`config.mk`:
```
export PLATFORM = sky130hd
export DESIGN_NAME = hazard_scoreboard
export DESIGN_NICKNAME = d
export VERILOG_FILES = /design/src/rtl/hazard_pkg.sv /design/src/rtl/sb_match.sv /design/src/rtl/hazard_scoreboard.sv
export SDC_FILE = /design/constraint.sdc
export NUM_CORES = 1
export LEC_CHECK = 0
export ABC_AREA = 1
export CAP_MARGIN = 20
export CELL_PAD_IN_SITES_DETAIL_PLACEMENT = 2
export CELL_PAD_IN_SITES_GLOBAL_PLACEMENT = 2
export CORE_MARGIN = 10
export CORE_UTILIZATION = 24
export CTS_BUF_LIST = sky130_fd_sc_hd__clkbuf_2
export CTS_CLUSTER_DIAMETER = 200
export DETAILED_ROUTE_END_ITERATION = 7
export GPL_TIMING_DRIVEN = 1
export PLACE_DENSITY = 0.69
export SLEW_MARGIN = 10
export SYNTH_ARGS = -nofsm -noshare
export SYNTH_HDL_FRONTEND = slang
export SYNTH_SLANG_ARGS = --single-unit
```
`constraint.sdc`:
```
create_clock -name clk -period 2.6 [get_ports clk]
set_clock_uncertainty 0.2 [all_clocks]
set_input_delay 0.39 -clock clk [delete_from_list [all_inputs] [get_ports clk]]
set_output_delay 0.39 -clock clk [all_outputs]
set_load 0.01 [all_outputs]
```
`src/rtl/hazard_pkg.sv`:
```
// Shared types, forward-select codes and helpers for the hazard scoreboard.
package hazard_pkg;

  // Widest register specifier a scoreboard slot can hold; narrower specifiers are zero-extended.
  localparam int unsigned RdMaxW = 8;

  localparam int unsigned FWD_RF   = 0;
  localparam int unsigned FWD_MEM  = 1;
  localparam int unsigned FWD_WB   = 2;
  localparam int unsigned FWD_HOLD = 3;  // WB-data latch code for the default DEPTH of 3

  typedef struct packed {
    logic              v;
    logic [RdMaxW-1:0] rd;
    logic              we;
    logic              ld;
  } slot_t;

  function automatic int unsigned clog2(input int unsigned val);
    int unsigned r;
    r = 1;
    while ((32'd1 << r) < val) r++;
    return r;
  endfunction

  // Forward select for a youngest match in slot k; the oldest slot reads the WB-data latch.
  function automatic int unsigned fwd_code(input int unsigned k, input int unsigned depth);
    if (k + 1 >= depth) return depth;
    if (k == 0) return FWD_MEM;
    if (k == 1) return FWD_WB;
    return k + 1;
  endfunction

endpackage

```
`src/rtl/sb_match.sv`:
```
// Youngest-match lookup of one source register against the scoreboard slots.
module sb_match import hazard_pkg::*; #(
  parameter int unsigned DEPTH = 3,
  parameter int unsigned IDX_W = 2
) (
  input  slot_t             slots_i [DEPTH],
  input  logic [RdMaxW-1:0] src_i,
  input  logic              used_i,
  output logic              hit_o,
  output logic [IDX_W-1:0]  idx_o,
  output logic              ld_o
);

  // Scan oldest to youngest so the lowest matching index is the one left standing.
  always_comb begin
    hit_o = 1'b0;
    idx_o = '0;
    ld_o  = 1'b0;
    for (int i = int'(DEPTH) - 1; i >= 0; i--) begin
      if (used_i && slots_i[i].v && slots_i[i].we && (slots_i[i].rd == src_i)) begin
        hit_o = 1'b1;
        idx_o = IDX_W'(i);
        ld_o  = slots_i[i].ld;
      end
    end
  end

endmodule

```
`src/rtl/hazard_scoreboard.sv`:
```
// Hazard/forwarding controller: in-flight write scoreboard, stall/bubble/flush, fwd selects.
// Define HAZARD_FWD_EN for the forwarding build; without it every RAW hazard stalls.
module hazard_scoreboard import hazard_pkg::*; #(
  parameter int unsigned REG_BITS   = 3,
  parameter int unsigned DEPTH      = 3,
  parameter int unsigned LOAD_STALL = 1,
  parameter int unsigned CNT_W      = 16
) (
  input  logic                      clk,
  input  logic                      rst,
  input  logic                      id_valid,
  input  logic [REG_BITS-1:0]       id_rs1,
  input  logic                      id_rs1_used,
  input  logic [REG_BITS-1:0]       id_rs2,
  input  logic                      id_rs2_used,
  input  logic [REG_BITS-1:0]       id_rd,
  input  logic                      id_rd_we,
  input  logic                      id_is_load,
  input  logic                      ex_bt,
  input  logic                      id_halt,
  output logic                      stall,
  output logic                      bubble_ex,
  output logic                      flush_ifid,
  output logic [clog2(DEPTH+1)-1:0] fwd_a,
  output logic [clog2(DEPTH+1)-1:0] fwd_b,
  output logic                      halted,
  output logic [CNT_W-1:0]          stall_cnt,
  output logic [CNT_W-1:0]          flush_cnt
);

  localparam int unsigned FwdW = clog2(DEPTH + 1);

  slot_t            slot_q [DEPTH];
  slot_t            slot_d [DEPTH];
  logic [FwdW-1:0]  fwd_a_q, fwd_a_d, fwd_b_q, fwd_b_d;
  logic             halted_q, halted_d;
  logic [CNT_W-1:0] stall_cnt_q, stall_cnt_d, flush_cnt_q, flush_cnt_d;
  logic             hit_a, hit_b, ld_a, ld_b;
  logic [FwdW-1:0]  idx_a, idx_b, code_a, code_b;
  logic             hazard, issue;

  sb_match #(.DEPTH(DEPTH), .IDX_W(FwdW)) u_match_a (
    .slots_i (slot_q),
    .src_i   (RdMaxW'(id_rs1)),
    .used_i  (id_rs1_used),
    .hit_o   (hit_a),
    .idx_o   (idx_a),
    .ld_o    (ld_a)
  );

  sb_match #(.DEPTH(DEPTH), .IDX_W(FwdW)) u_match_b (
    .slots_i (slot_q),
    .src_i   (RdMaxW'(id_rs2)),
    .used_i  (id_rs2_used),
    .hit_o   (hit_b),
    .idx_o   (idx_b),
    .ld_o    (ld_b)
  );

`ifdef HAZARD_FWD_EN
  // Only a load too young to have its data yet forces a stall; everything else forwards.
  assign hazard = (hit_a && ld_a && (32'(idx_a) < LOAD_STALL)) ||
                  (hit_b && ld_b && (32'(idx_b) < LOAD_STALL));
  assign code_a = FwdW'(fwd_code(32'(idx_a), DEPTH));
  assign code_b = FwdW'(fwd_code(32'(idx_b), DEPTH));
`else
  logic unused_match;
  assign hazard       = hit_a || hit_b;
  assign code_a       = FwdW'(FWD_RF);
  assign code_b       = FwdW'(FWD_RF);
  assign unused_match = ^{ld_a, ld_b, idx_a, idx_b, 32'(LOAD_STALL)};
`endif

  always_comb begin
    // A taken branch kills the ID instruction, so it overrides any stall.
    stall      = !ex_bt && (halted_q || (id_valid && hazard));
    flush_ifid = ex_bt;
    bubble_ex  = stall || flush_ifid || halted_q;
    issue      = id_valid && !stall && !flush_ifid && !halted_q;

    slot_d[0] = '0;
    if (issue) begin
      slot_d[0] = '{v: 1'b1, rd: RdMaxW'(id_rd), we: id_rd_we, ld: id_is_load};
    end
    for (int i = 1; i < int'(DEPTH); i++) slot_d[i] = slot_q[i-1];

    fwd_a_d  = (issue && hit_a) ? code_a : FwdW'(FWD_RF);
    fwd_b_d  = (issue && hit_b) ? code_b : FwdW'(FWD_RF);
    halted_d = halted_q || (id_halt && issue);

    stall_cnt_d = stall_cnt_q;
    if (stall && (stall_cnt_q != '1)) stall_cnt_d = stall_cnt_q + 1'b1;
    flush_cnt_d = flush_cnt_q;
    if (flush_ifid && (flush_cnt_q != '1)) flush_cnt_d = flush_cnt_q + 1'b1;
  end

  always_ff @(posedge clk or posedge rst) begin
    if (rst) begin
      for (int i = 0; i < int'(DEPTH); i++) slot_q[i] <= '0;
      fwd_a_q     <= '0;
      fwd_b_q     <= '0;
      halted_q    <= 1'b0;
      stall_cnt_q <= '0;
      flush_cnt_q <= '0;
    end else begin
      slot_q      <= slot_d;
      fwd_a_q     <= fwd_a_d;
      fwd_b_q     <= fwd_b_d;
      halted_q    <= halted_d;
      stall_cnt_q <= stall_cnt_d;
      flush_cnt_q <= flush_cnt_d;
    end
  end

  assign fwd_a     = fwd_a_q;
  assign fwd_b     = fwd_b_q;
  assign halted    = halted_q;
  assign stall_cnt = stall_cnt_q;
  assign flush_cnt = flush_cnt_q;

endmodule

```
==> flow_summary.ini, run 1 <==
[pwr]
clock_power_share_pct = 22.6
p_sw_mw = 0.633
pwr-share-seq_pct = 50.2
p_per_area_nw_per_um2 = 533
vdd.ir_drop.worst_mv = 0.376
p_leak_nw = 1.70
p_sw_share_pct = 33.6
p_comb_share_pct = 27.2
total_power_mw = 1.88
power.internal_mw = 1.25

[critical_path]
critPathMaxStageDelay_ns = 0.58
cp.required_ns = 2.01
path_max_fanout = 4
worst-path-buf-inv = 3
cp-start-kind = primary input
critPathTopFamily = buffers and inverters
end_kind = output pin
crit_chain = clkdlybuf4s50_1 -> inv_2 -> nand2_1 -> nand2_2 -> nor2_2 -> nand2_1 -> nand2_1 -> nor2_2 -> nand2_2 -> nand2_4 -> a21oi_2 -> buf_2
slowest_stage = clkdlybuf4s50_1
r2r_slack_ns = 0.26
startpoint = id_rs2[0]
critical_path_arrival_ns = 1.86
path_common_cell = nand2_1
regToRegStartpoint = stall_cnt[0]
critical_path_class = primary input to output pin

[global_route]
grt_overflow = 0
grt_use_met1_pct = 13.0
grt_pass1_wl_um = 14400
antenna_found_initial = 1
met2_usage_pct = 18.7
met3_usage_pct = 2.73
grt_usage_pct = 10.9
grt_max_degree = 27
grt.busiest_layer = met2
grt_pass1_vias = 2783

[floorplanning]
io_pins = 58
die_y_um = 126
dieArea_um2 = 15900
start_util_pct = 24.6
fp.dieW_um = 126
core_area_um2 = 10900
rows = 38

[detailed_routing]
drtAntennaViolNets = 0
via_count = 2443
wire_per_inst_um = 15.1
drtIter0Drc = 78
viasPerCell = 4.42
routed_wl_um = 8330
drc = 0
dr.pass1.iters = 4

[clock_tree]
cts_htree_levels = 2
path_clk_slew_ns = 0.27
cts_made_buffers = 5
cts_tree = built
clkSinkCount = 48
clkLatencyLatePin_ns = 0.44
clockRootBuffer = clkbuf_2
clk_path_buf_depth = 2
ctsHoldBuffers = 0

[yosys]
yosysWarningCount = 0
ys_types = 25
synth_seq_cells = 48
yosys-top-cells-count = nand2_1 (113), dfrtp_1 (48), inv_1 (40)
synth_top_area_cell = dfrtp_1
yosys-top-cells-area = dfrtp_1 (45%), nand2_1 (16%), xor2_1 (6.2%), inv_1 (5.6%), nand4_1 (5.3%)
async_flop_share_pct = 100
synth_seq_area_share_pct = 44.6
synth_flop_cell = dfrtp_1
avgSynthCellArea_um2 = 7.72
synth_top_cell_area_share_pct = 44.6
netlist_area_um2 = 2690
synth_edf_count = 0
synth_cells = 349
yosys.cell_count.top_type = nand2_1

[placed_design]
placedInstanceArea_um2 = 3390
dp.cells = 540
dp.final_hpwl_um = 6530
port_buffers = 52
gp_congestion = 0.774
pre_cts_slack_ns = -0.319

[sta]
hold_ws_ns = 0.0838
final_hold_viol_count = 0
fin_setup_tns_ns = 0
rsz0062_at_grt = true
tightest_slew_ns = 0.598
max-slew-margin-rel_pct = 60.1
max_freq_ghz = 0.408
maxSlewViolCount = 0
setup_viol = 0
period_share_pct = 94.4
fin_ws_ns = 0.147
timing.final.crit_period_ns = 2.45

[layout]
area_growth_pct = 31.1
drive_above_1_share_pct = 11.7
seq_area_um2 = 1200
finalInstanceArea_um2 = 3530
instances_no_fill = 553
utilization_pct = 32.3
n_fill_cell = 1302
fin_nets = 431
multi_input_area_um2 = 1310

[outcome]
status = finished clean

[job]
maxCapViolCount = 0

[min_path]
hold_class = primary input to asynchronous set/reset pin
==> final timing paths <==
| path | end | depth (start not counted) |
|---|---|---|
| max | stall | 12 |
| min | slot_d[1] | 2 |
| max reg2reg | stall_cnt[1] | 9 |
| min reg2reg | slot_d[1] | 0 |
| max in group asynchronous | stall_cnt[11] | 3 |
| min in group clk | slot_d[1] | 0 |
==> layer usage <==
metal,share of wire [%],up-vias
met1,46,1199
met3,3.1,6
met2,50,29
met5,0,-
met4,1.3,0
li1,-,1209
==> logic make-up after synthesis <==
kind of cell | share of synthesized area (%)
AOI/OAI and AO/OA | 1.12
xor gates and xnor gates | 10.1
adders and majority gates | 0.929
buffers and inverters | 8.74
DFF | 44.6
other | 0.139
and+or+nand+nor | 34.4
==> worst register-to-register path, stage by stage (launching register included) <==
cell     delay (ns)
dfrtp_1        0.52
ha_1           0.23
nand3_1        0.20
inv_2          0.13
nand2_2        0.09
nor3_4         0.17
nand4_4        0.29
nand3_4        0.33
nand2_1        0.09
nand2_1        0.07
==> flip-flops by register name, indices dropped and copies added, names as in the netlist <==
| signal | cells |
|---|---|
| slot_d | 10 |
| slot_q | 5 |
| halted | 1 |
| stall_cnt | 16 |
| flush_cnt | 16 |
==> cell usage in the layout (no fill, tap or decap), drive strengths merged, types with 12 or more instances in the layout <==
cell | Yosys | final
nand4 | 24 | 24
xnor2 | 12 | 12
nand2 | 117 | 117
xor2 | 19 | 19
nand3 | 19 | 19
buf | 9 | 12
nor2 | 35 | 35
inv | 45 | 45
clkdlybuf4s50 | 0 | 49
dfrtp | 48 | 48
==> cell type report <==
| cell class | instances | area share (%) |
|---|---|---|
| clock inverter | 3 | 1.20 |
| inverter | 45 | 4.78 |
| tap | 140 | 4.96 |
| multi-input combinational | 249 | 37.1 |
| timing repair buffer | 62 | 17.2 |
| clock buffer | 5 | 0.709 |
| sequential | 48 | 34.0 |
| antenna | 1 | 0.0709 |
==> power by group through the flow <==
stage	Clock [mW]	Sequential [mW]	Combinational, mW
floorplan	0	0.975	0.221
global route	0.481	0.966	0.575
detailed placement	0	0.964	0.522
CTS	0.454	0.951	0.526
global placement	0	0.959	0.509
finish	0.426	0.946	0.512
==> repair_timing <==
item | in CTS | in global routing
setup endpoints to repair | 2 | 2
pin swaps | 2 | 9
resized for setup | 8 | 18
setup buffers | 2 | 2
Power figures use the tool's default switching activity.
==> run 2: changes to the inputs <==
--- a/config.mk
+++ b/config.mk
@@ -6,6 +6,7 @@
 export NUM_CORES = 1
 export LEC_CHECK = 0
 export ABC_AREA = 1
+export ABC_CLOCK_PERIOD_IN_PS = 2600
 export CAP_MARGIN = 20
 export CELL_PAD_IN_SITES_DETAIL_PLACEMENT = 2
 export CELL_PAD_IN_SITES_GLOBAL_PLACEMENT = 2
==> results of run 2 <==
The final DEF is identical to that of run 1; final timing and power are the same.
